`config.mk`:
```
export PLATFORM = sky130hd
export DESIGN_NAME = pipe_stage_reg
export DESIGN_NICKNAME = d
export VERILOG_FILES = /design/src/rtl/riskbes_pipe_pkg.sv /design/src/rtl/pipe_stage_reg_slot.sv /design/src/rtl/pipe_stage_reg.sv
export SDC_FILE = /design/constraint.sdc
export NUM_CORES = 1
export LEC_CHECK = 0
export CAP_MARGIN = 5
export CORE_UTILIZATION = 54
export CTS_CLUSTER_DIAMETER = 120
export CTS_CLUSTER_SIZE = 16
export DETAILED_ROUTE_END_ITERATION = 8
export DONT_BUFFER_PORTS = 1
export GPL_ROUTABILITY_DRIVEN = 0
export MAX_ROUTING_LAYER = met4
export PLACE_DENSITY = 0.77
export SLEW_MARGIN = 0
export SYNTH_ARGS = -nofsm -noshare
export SYNTH_HDL_FRONTEND = slang
export SYNTH_HIERARCHICAL = 1
export SYNTH_SLANG_ARGS = --single-unit
```
`constraint.sdc`:
```
create_clock -name clk_i -period 1.7 [get_ports clk_i]
set_input_delay 0.34 -clock clk_i [delete_from_list [all_inputs] [get_ports clk_i]]
set_output_delay 0.34 -clock clk_i [all_outputs]
set_load 0.1 [all_outputs]
```
`src/rtl/riskbes_pipe_pkg.sv`:
```
// Shared types and widths for the five-stage core's pipeline stage registers.
// The optional skid buffer is enabled by defining PIPE_STAGE_SKID_EN.
package riskbes_pipe_pkg;

  localparam int PIPE_OCC_W = 2;

  // Packed payload widths of the inter-stage registers
  localparam int IF_ID_W  = 64;
  localparam int ID_EX_W  = 150;
  localparam int EX_MEM_W = 106;
  localparam int MEM_WB_W = 71;

  typedef enum logic [1:0] {
    EMPTY = 2'd0,
    ONE   = 2'd1,
    TWO   = 2'd2
  } pipe_state_t;

endpackage

```
`src/rtl/pipe_stage_reg_slot.sv`:
```
// Single payload slot with valid bit; used as the head slot and, with
// PIPE_STAGE_SKID_EN, as the skid slot of pipe_stage_reg.
module pipe_slot
  import riskbes_pipe_pkg::*;
#(
  parameter int               WIDTH         = 32,
  parameter logic [WIDTH-1:0] RESET_PAYLOAD = {WIDTH{1'b0}}
) (
  input  logic             clk_i,
  input  logic             rst_i,
  input  logic             load,
  input  logic             clear,
  input  logic [WIDTH-1:0] d,
  output logic             valid_q,
  output logic [WIDTH-1:0] data_q
);

  // Clear wins over load so a flush can never leave a stale entry behind
  always_ff @(posedge clk_i) begin
    if (rst_i || clear) begin
      valid_q <= 1'b0;
      data_q  <= RESET_PAYLOAD;
    end else if (load) begin
      valid_q <= 1'b1;
      data_q  <= d;
    end
  end

endmodule

```
`src/rtl/pipe_stage_reg.sv`:
```
// Handshaked pipeline stage register with flush and hazard bubbles.
// Defining PIPE_STAGE_SKID_EN adds a second slot that cuts the ready path.
module pipe_stage_reg
  import riskbes_pipe_pkg::*;
#(
  parameter int               WIDTH         = 32,
  parameter logic [WIDTH-1:0] RESET_PAYLOAD = {WIDTH{1'b0}}
) (
  input  logic                  clk_i,
  input  logic                  rst_i,
  input  logic                  flush_i,
  input  logic                  hazard_i,
  input  logic                  in_valid_i,
  output logic                  in_ready_o,
  input  logic [WIDTH-1:0]      in_data_i,
  output logic                  out_valid_o,
  input  logic                  out_ready_i,
  output logic [WIDTH-1:0]      out_data_o,
  output logic [PIPE_OCC_W-1:0] occupancy_o
);

  pipe_state_t      state_q;
  pipe_state_t      state_d;
  logic             accept;
  logic             deq;
  logic             h_load;
  logic             h_clear;
  logic             h_valid;
  logic [WIDTH-1:0] h_d;
  logic [WIDTH-1:0] h_data;
`ifdef PIPE_STAGE_SKID_EN
  logic             s_load;
  logic             s_clear;
  logic             s_valid;
  logic [WIDTH-1:0] s_data;
`endif

  assign out_valid_o = h_valid & ~flush_i;
  assign out_data_o  = h_data;
  assign deq         = out_valid_o & out_ready_i;
  assign accept      = in_valid_i & in_ready_o;

`ifdef PIPE_STAGE_SKID_EN
  assign in_ready_o  = (state_q != TWO) & ~rst_i & ~flush_i & ~hazard_i;
  assign occupancy_o = {1'b0, h_valid} + {1'b0, s_valid};
`else
  // Without the skid slot, a full head can only accept when it drains this cycle
  assign in_ready_o  = (~h_valid | out_ready_i) & ~rst_i & ~flush_i & ~hazard_i;
  assign occupancy_o = {1'b0, h_valid};
`endif

  always_ff @(posedge clk_i) begin
    if (rst_i) begin
      state_q <= EMPTY;
    end else begin
      state_q <= state_d;
    end
  end

  always_comb begin
    state_d = state_q;
    if (flush_i) begin
      state_d = EMPTY;
    end else begin
      case (state_q)
        EMPTY: begin
          if (accept) state_d = ONE;
        end
        ONE: begin
          if (!accept && deq) state_d = EMPTY;
`ifdef PIPE_STAGE_SKID_EN
          if (accept && !deq) state_d = TWO;
`endif
        end
        TWO: begin
          if (deq) state_d = ONE;
        end
        default: state_d = EMPTY;
      endcase
    end
  end

  // Slot controls; the skid slot refills the head when the head drains
  always_comb begin
    h_load  = 1'b0;
    h_clear = 1'b0;
    h_d     = in_data_i;
`ifdef PIPE_STAGE_SKID_EN
    s_load  = 1'b0;
    s_clear = 1'b0;
`endif
    if (flush_i) begin
      h_clear = 1'b1;
`ifdef PIPE_STAGE_SKID_EN
      s_clear = 1'b1;
`endif
    end else begin
      case (state_q)
        EMPTY: begin
          h_load = accept;
        end
        ONE: begin
          if (accept && deq) h_load = 1'b1;
          if (!accept && deq) h_clear = 1'b1;
`ifdef PIPE_STAGE_SKID_EN
          if (accept && !deq) s_load = 1'b1;
`endif
        end
        TWO: begin
`ifdef PIPE_STAGE_SKID_EN
          if (deq) begin
            h_load  = 1'b1;
            h_d     = s_data;
            s_clear = 1'b1;
          end
`endif
        end
        default: begin
          h_clear = 1'b1;
        end
      endcase
    end
  end

  pipe_slot #(
    .WIDTH         (WIDTH),
    .RESET_PAYLOAD (RESET_PAYLOAD)
  ) u_head (
    .clk_i   (clk_i),
    .rst_i   (rst_i),
    .load    (h_load),
    .clear   (h_clear),
    .d       (h_d),
    .valid_q (h_valid),
    .data_q  (h_data)
  );

`ifdef PIPE_STAGE_SKID_EN
  pipe_slot #(
    .WIDTH         (WIDTH),
    .RESET_PAYLOAD (RESET_PAYLOAD)
  ) u_skid (
    .clk_i   (clk_i),
    .rst_i   (rst_i),
    .load    (s_load),
    .clear   (s_clear),
    .d       (in_data_i),
    .valid_q (s_valid),
    .data_q  (s_data)
  );
`endif

endmodule

```
==> summary.txt, run 1 <==
ROUTING
--------------------------------------------------------------------------------------------------------
Number of iterations in the first detailed-routing pass ...................................            3
Via density ...............................................................................        5.109
Routed WL ................................................................................. 2962 microns
Count of routing violations after the opening detailed-route iteration ....................            7
Antenna-violating nets left ...............................................................            0
Average wire per standard cell ............................................................ 15.43 microns
Via count .................................................................................          981
Detailed-route DRC error count ............................................................            0

STA
--------------------------------------------------------------------------------------------------------
Final setup TNS ...........................................................................         0 ps
Period Utilization, post-route ............................................................       99.24%
Max-slew violations .......................................................................            0
Clock Skews ...............................................................................     1.377 ps
Clock period minus worst slack ............................................................      1687 ps
Unrepaired setup endpoints after global routing ...........................................         true
Number of endpoints with negative hold slack in the final report ..........................            0
Endpoints failing setup ...................................................................            0
F_max .....................................................................................   0.5928 GHz
Final critical-path setup slack ...........................................................     12.97 ps
Worst hold-check slack ....................................................................     163.5 ps

CLOCK TREE
--------------------------------------------------------------------------------------------------------
Clock buffers created by TritonCTS ........................................................            5
Clock tree from TritonCTS .................................................................          yes
Max clock buf depth .......................................................................            2
H-tree depth reported by CTS ..............................................................            2
Latest clock arrival within the worst-skew pair ...........................................       320 ps
Post-CTS clock slew at the launch and capture registers of the worst setup and hold paths .       100 ps
Number of buffers inserted for hold repair after clock tree synthesis .....................            0
Clock Sinks ...............................................................................           34
Clock tree root buffer cell ...............................................................     clkbuf_4

LAYOUT
--------------------------------------------------------------------------------------------------------
Final Core Density ........................................................................       78.28%
Top library cells by usage in the layout, fill and taps aside ............................. buf_4 (35), nor2_1 (34), dfxtp_1 (33), mux2i_1 (31), clkbuf_4 (5)
Most common cell after layout, fill and taps aside ........................................        buf_4
Cell area after layout ....................................................................   1782 sq um
Multi-input logic area ....................................................................  575.6 sq um
Nets ......................................................................................          201
Antenna diode count .......................................................................            0
Fraction of layout instances using a drive strength above 1 ...............................       36.59%
Register cell area after layout ...........................................................  681.9 sq um
Number of filler cells placed in the layout ...............................................          150
Number of standard cells in the final layout excluding fillers ............................          192
Layout Area Growth over Synthesis .........................................................       32.22%

LOGIC SYNTHESIS
--------------------------------------------------------------------------------------------------------
Netlist Area Pre-Place ....................................................................   1348 sq um
Sequential share of the synthesized area ..................................................       50.51%
Synth Register Bits .......................................................................           34
Total nets after synthesis ................................................................          161
Synth warn ................................................................................            6
Synthesized area divided by synthesized cell count ........................................  10.96 sq um
Cells after Synth .........................................................................          123
Count of cell types in the netlist ........................................................           18

RUN STATUS
--------------------------------------------------------------------------------------------------------
Status .................................................................................... complete, no violations

GRT
--------------------------------------------------------------------------------------------------------
First-pass GRT wire length ................................................................ 3843 microns
Global Route met3 Usage ...................................................................       6.725%
Via count of the first global-routing pass ................................................          964
Remaining Overflow, GRT ...................................................................            0
Tot GR Track Use ..........................................................................       20.67%
Most Used Layer, Global Route .............................................................         met2
Initial antenna violation count ...........................................................            0
Met2 usage in global routing ..............................................................       39.53%
Met1 global-route usage ...................................................................       18.00%
Maximum number of pins on one net before global-route repair ..............................           34

WORST SETUP PATH
--------------------------------------------------------------------------------------------------------
CP arrival ................................................................................      1900 ps
Sequence of cells on the critical path .................................................... nor2b_4 -> nor4bb_4 -> and2_4 -> clkbuf_16 -> mux2i_1 -> nor2_2
Largest driver fanout on the critical path ................................................            6
Kind of end point of the critical path ....................................................         flop
Critical-path cell with the highest stage delay ...........................................      dfxtp_2
Worst setup path class .................................................................... flop to flop
WP data required ..........................................................................      1910 ps
Launching element type of the critical path ...............................................         flop
CP peak stage delay .......................................................................       340 ps

PLACEMENT
--------------------------------------------------------------------------------------------------------
Estimated wirelength of the detail-placed design .......................................... 1962 microns
Number of placed instances, taps included .................................................          179
Worst slack, placed .......................................................................     67.26 ps
Port buffer count .........................................................................            0
Post-place instance area ..................................................................   1622 sq um

FLOORPLANNING
--------------------------------------------------------------------------------------------------------
Floorplan die area ........................................................................   2699 sq um
I/O pins ..................................................................................           74
Area of the core region ...................................................................   2276 sq um
Initial cell density of the core ..........................................................       59.21%
Core Rows .................................................................................           17
Overall die width ......................................................................... 51.96 microns
Die Span Y ................................................................................ 51.96 microns

POWER
--------------------------------------------------------------------------------------------------------
Power after layout ........................................................................     1.431 mW
Pleak .....................................................................................    0.6885 nW
Maximum vdd ir drop .......................................................................  0.0006290 V
Power density over cell area .............................................................. 803.1 nW/um^2

RUN
--------------------------------------------------------------------------------------------------------
Max-cap violations ........................................................................            0

HOLD PATH
--------------------------------------------------------------------------------------------------------
Classification of the worst-slack hold path ............................................... primary input to flop

flip-flops by register name (all words and copies together) (netlist names):
register        flops
u_head/data_q      32
state_q             1
u_head/valid_q      1
cell type report:
cell class / count / share of cell area [%]
timing repair buffer: 43 / 24.09
multi-input combinational: 79 / 32.30
sequential: 34 / 38.27
tap: 28 / 1.966
clock buffer: 7 / 3.090
clock inverter: 1 / 0.2809
where the power goes:
group | switching (mW) | internal, mW
Sequential | 0.00327 | 0.804
Combinational | 0.112 | 0.0547
Clock | 0.256 | 0.200
Total | 0.372 | 1.06
repair_timing:
action / CTS / global route
hold endpoints to repair: 0 / 0
endpoints found under the setup margin: 0 / 30
setup buffers: 0 / 1
resized for setup: 0 / 3
logic make-up (layout without fill, tap and decap cells):
family          Yosys count  count (layout)  share of synthesized area [%]
compound gates            3               3                          1.486
buf+inv                  10              51                          8.356
flops                    34              34                          50.51
mux                      32              32                          23.77
other cells               1               1                         0.2783
simple gates             43              43                          15.60
per-layer routing:
layer / routed length (microns) / share of wire (%)
met5: 0 / 0
met4: 13 / 0.44
met2: 1658 / 56
met3: 187 / 6.3
met1: 1103 / 37
path summary, 6_finish.rpt:
| path | slack (ps) | startpoint | cells after the start | endpoint |
|---|---|---|---|---|
| max | 10 | u_head/valid_q | 6 | u_head/data_q[30] |
| min | 160 | in_data_i[27] | 2 | u_head/data_q[27] |
| max reg2reg | 10 | u_head/valid_q | 6 | u_head/data_q[30] |
| min reg2reg | 510 | u_head/data_q[3] | 2 | u_head/data_q[3] |
cells in the mapped netlist:
master,count,area (sq um)
nor2_2,2,12.51
dfxtp_1,34,680.7
buf_8,3,45.04
nor2_1,34,127.6
conb_1,1,3.750
and2_1,1,6.260
nor4_1,1,6.260
a31o_2,1,8.760
nand2_1,1,3.750
buf_4,3,22.52
and2b_2,1,8.760
buf_6,4,45.04
nor4bb_4,1,25.02
mux2i_1,32,320.3
a31oi_1,1,6.260
o21ai_0,1,5.000
nor2b_4,1,13.76
or2_1,1,6.260
critical path: cells and delay by family, from the launching register on:
| kind | cells | cell delay [ps] |
|---|---|---|
| flip-flops | 1 | 340 |
| buffers and inverters | 1 | 180 |
| AND/OR/NAND/NOR | 4 | 830 |
| multiplexers | 1 | 230 |
Power figures use the tool's default switching activity.
==> run 2: changes to the inputs <==
--- a/config.mk
+++ b/config.mk
@@ -6,14 +6,14 @@
 export NUM_CORES = 1
 export LEC_CHECK = 0
 export CAP_MARGIN = 5
-export CORE_UTILIZATION = 54
+export CORE_UTILIZATION = 64
 export CTS_CLUSTER_DIAMETER = 120
 export CTS_CLUSTER_SIZE = 16
 export DETAILED_ROUTE_END_ITERATION = 8
 export DONT_BUFFER_PORTS = 1
 export GPL_ROUTABILITY_DRIVEN = 0
 export MAX_ROUTING_LAYER = met4
-export PLACE_DENSITY = 0.77
+export PLACE_DENSITY = 0.85
 export SLEW_MARGIN = 0
 export SYNTH_ARGS = -nofsm -noshare
 export SYNTH_HDL_FRONTEND = slang
==> constraint.sdc (replaced) <==
create_clock -name clk_i -period 2 [get_ports clk_i]
set_input_delay 0.4 -clock clk_i [delete_from_list [all_inputs] [get_ports clk_i]]
set_output_delay 0.4 -clock clk_i [all_outputs]
set_load 0.1 [all_outputs]
==> run 2 against run 1 <==
Against the previous run:
- sequential share of layout area rose by 2.8 points
- core utilization rose by 6.3 points
- design area fell by 6.9%
- first-iteration DRC count rose to 2.6 times the previous value
- clock skew rose by 8.3 ps
- final cell count fell by 3.1%
- wire length fell by 16%
- global-route usage rose by 1.6 points
- largest cell class unchanged
==> summary.txt, run 2 (same netlist as run 1, synthesis figures left out) <==
LAYOUT
--------------------------------------------------------------------------------------------------------
Register cell area after layout ...........................................................  680.7 sq um   -0.18%
Top flop regs ............................................................................. u_head/data_q x32, state_q x1, u_head/valid_q x1
Number of flip-flops in the largest register ..............................................           32   unchanged
Antenna diode count .......................................................................            0   unchanged
Fraction of layout instances using a drive strength above 1 ...............................       33.96%   -2.6 points
Number of filler cells placed in the layout ...............................................          118   -21%
Number of standard cells in the final layout excluding fillers ............................          186   -3.1%
Top library cells by usage in the layout, fill and taps aside ............................. buf_4 (36), nor2_1 (34), dfxtp_1 (34), mux2i_1 (32), clkbuf_4 (5)
Final Core Density ........................................................................       84.57%   +6.3 points
Cell area after layout ....................................................................   1659 sq um   -6.9%
Layout Area Growth over Synthesis .........................................................       23.12%
Nets ......................................................................................          196   -2.5%
Multi-input logic area ....................................................................  570.5 sq um   -0.87%
Most common cell after layout, fill and taps aside ........................................        buf_4
Register name with the most flops ......................................................... u_head/data_q

STA
--------------------------------------------------------------------------------------------------------
Max-slew violations .......................................................................            0   unchanged
Unrepaired setup endpoints after global routing ...........................................        false
F_max .....................................................................................   0.5727 GHz   -3.4%
Number of endpoints with negative hold slack in the final report ..........................            0   unchanged
Clock period minus worst slack ............................................................      1746 ps   +59.13 ps
Period Utilization, post-route ............................................................       87.31%   -12 points
Final setup TNS ...........................................................................         0 ps   unchanged
Endpoints failing setup ...................................................................            0   unchanged
Clock Skews ...............................................................................     9.695 ps   +8.318 ps

WORST SETUP PATH
--------------------------------------------------------------------------------------------------------
Kind of end point of the critical path ....................................................         flop
Largest driver fanout on the critical path ................................................           18   +12
Worst setup path class .................................................................... flop to flop
CP arrival ................................................................................      1950 ps   +50 ps
WP data required ..........................................................................      2200 ps   +290 ps
Critical-path cell with the highest stage delay ...........................................      dfxtp_1
Sequence of cells on the critical path .................................................... nor2b_4 -> nor4bb_4 -> and2_2 -> buf_4 -> mux2i_1 -> nor2_1
CP top delay family ....................................................................... simple AND/OR/NAND/NOR gates
Critical path depth .......................................................................            6   unchanged
Reg2Reg Depth .............................................................................            6   unchanged
CP peak stage delay .......................................................................       370 ps   +30 ps
Launching element type of the critical path ...............................................         flop
Number of buffer and inverter stages on the critical path .................................            1   unchanged

FLOORPLANNING
--------------------------------------------------------------------------------------------------------
Floorplan die area ........................................................................   2293 sq um   -15%
Initial cell density of the core ..........................................................       68.69%   +9.5 points
I/O pins ..................................................................................           74   unchanged
Area of the core region ...................................................................   1962 sq um   -14%
Die Span Y ................................................................................ 47.89 microns   -7.8%
Overall die width ......................................................................... 47.89 microns   -7.8%
Core Rows .................................................................................           16   -1

GRT
--------------------------------------------------------------------------------------------------------
Via count of the first global-routing pass ................................................          828   -14%
First-pass GRT wire length ................................................................ 3374 microns   -12%
Remaining Overflow, GRT ...................................................................            0   unchanged
Maximum number of pins on one net before global-route repair ..............................           34   unchanged
Initial antenna violation count ...........................................................            0   unchanged
Tot GR Track Use ..........................................................................       22.25%   +1.6 points

CLOCK TREE
--------------------------------------------------------------------------------------------------------
Clock tree from TritonCTS .................................................................          yes
Clock tree root buffer cell ...............................................................     clkbuf_4
H-tree depth reported by CTS ..............................................................            2   unchanged
Total setup buffers inserted after CTS ....................................................            0   unchanged
Count of cells resized by post-cts repair .................................................            0   unchanged
Max clock buf depth .......................................................................            2   unchanged
Clock Sinks ...............................................................................           34   unchanged
Number of buffers inserted for hold repair after clock tree synthesis .....................            0   unchanged
Latest clock arrival within the worst-skew pair ...........................................       310 ps   about the same
Post-CTS clock slew at the launch and capture registers of the worst setup and hold paths .       110 ps   about the same
Clock buffers created by TritonCTS ........................................................            5   unchanged

PLACEMENT
--------------------------------------------------------------------------------------------------------
Port buffer count .........................................................................            0   unchanged
Number of placed instances, taps included .................................................          178   -0.56%
Estimated wirelength of the detail-placed design .......................................... 1904 microns   -3.0%
Post-place instance area ..................................................................   1595 sq um   -1.6%

ROUTING
--------------------------------------------------------------------------------------------------------
Via density ...............................................................................        5.113   about the same
Detailed-route DRC error count ............................................................            0   unchanged
Count of routing violations after the opening detailed-route iteration ....................           18   +11
Routed WL ................................................................................. 2478 microns   -16%
Antenna-violating nets left ...............................................................            0   unchanged
Average wire per standard cell ............................................................ 13.32 microns   -14%
Number of iterations in the first detailed-routing pass ...................................            4   +1
Via count .................................................................................          951   -3.1%

POWER
--------------------------------------------------------------------------------------------------------
Pleak .....................................................................................    0.6390 nW   -7.2%
Power after layout ........................................................................     1.199 mW   -16%
Power density over cell area .............................................................. 722.9 nW/um^2   -10%
Maximum vdd ir drop .......................................................................  0.0009744 V   +55%

RUN STATUS
--------------------------------------------------------------------------------------------------------
Status .................................................................................... complete, no violations

HOLD PATH
--------------------------------------------------------------------------------------------------------
Cell depth of the worst min-delay path ....................................................            2   unchanged
Classification of the worst-slack hold path ............................................... primary input to flop

RUN
--------------------------------------------------------------------------------------------------------
Max-cap violations ........................................................................            0   unchanged

-- run 2: changes by cell type in the layout (fill, tap and decap cells not counted) --
cell / change
and2_2: +1
and2_4: -1
buf_12: -2
buf_4: +1
buf_6: -1
clkbuf_1: -1
clkbuf_16: -3
clkinvlp_4: +1
dfxtp_1: +1
dfxtp_2: -1
mux2i_1: +1
mux2i_2: -1
-- run 2: cell type report --
cell class	instances	share of cell area [%]
repair buffers	38	18.70
well taps	27	2.036
multi-input cells	79	34.39
clock buffers	6	3.092
clock inverters	2	0.7541
flip-flops and latches	34	41.03
-- run 2: through the flow --
stage / setup WS (ps) / hold slack (ps)
2_1_floorplan: 113.7 / 476.7
3_3_place_gp: 297.5 / 473.4
3_5_place_dp: 197.3 / 491.1
4_1_cts: 245.7 / 223.7
5_1_grt: 105.8 / 211.3
6_report: 253.8 / 230.4
-- run 2: worst reg2reg max path: cells and delay by family (launching register included) --
family	cells	cell delay [ps]
buffers and inverters	1	290
DFF	1	370
muxes	1	250
and+or+nand+nor	4	740
-- run 2: routing by layer --
layer  vias up  share of wire [%]  global-route usage (%)  routed length [microns]
li1        472                  -                       -                        -
met1       433                 40                   23.26                      992
met2        46                 52                   40.81                     1294
met3         0                7.7                   6.415                      190
met4         0                  0                   5.000                        0
met5         -                  0                       -                        0
-- run 2: path summary, 6_finish.rpt --
kind	slack (ps)	from	to
hold reg to reg	510	u_head/data_q[14]	u_head/data_q[14]
hold / removal	230	in_data_i[4]	u_head/data_q[4]
setup reg to reg	250	u_head/valid_q	u_head/data_q[16]
setup / recovery	250	u_head/valid_q	u_head/data_q[16]
-- run 2: where the power goes --
part	switching, mW	total (mW)	internal [mW]
combinational	0.0909	0.126	0.0354
clock	0.218	0.387	0.169
sequential	0.00295	0.686	0.683
total	0.312	1.20	0.888
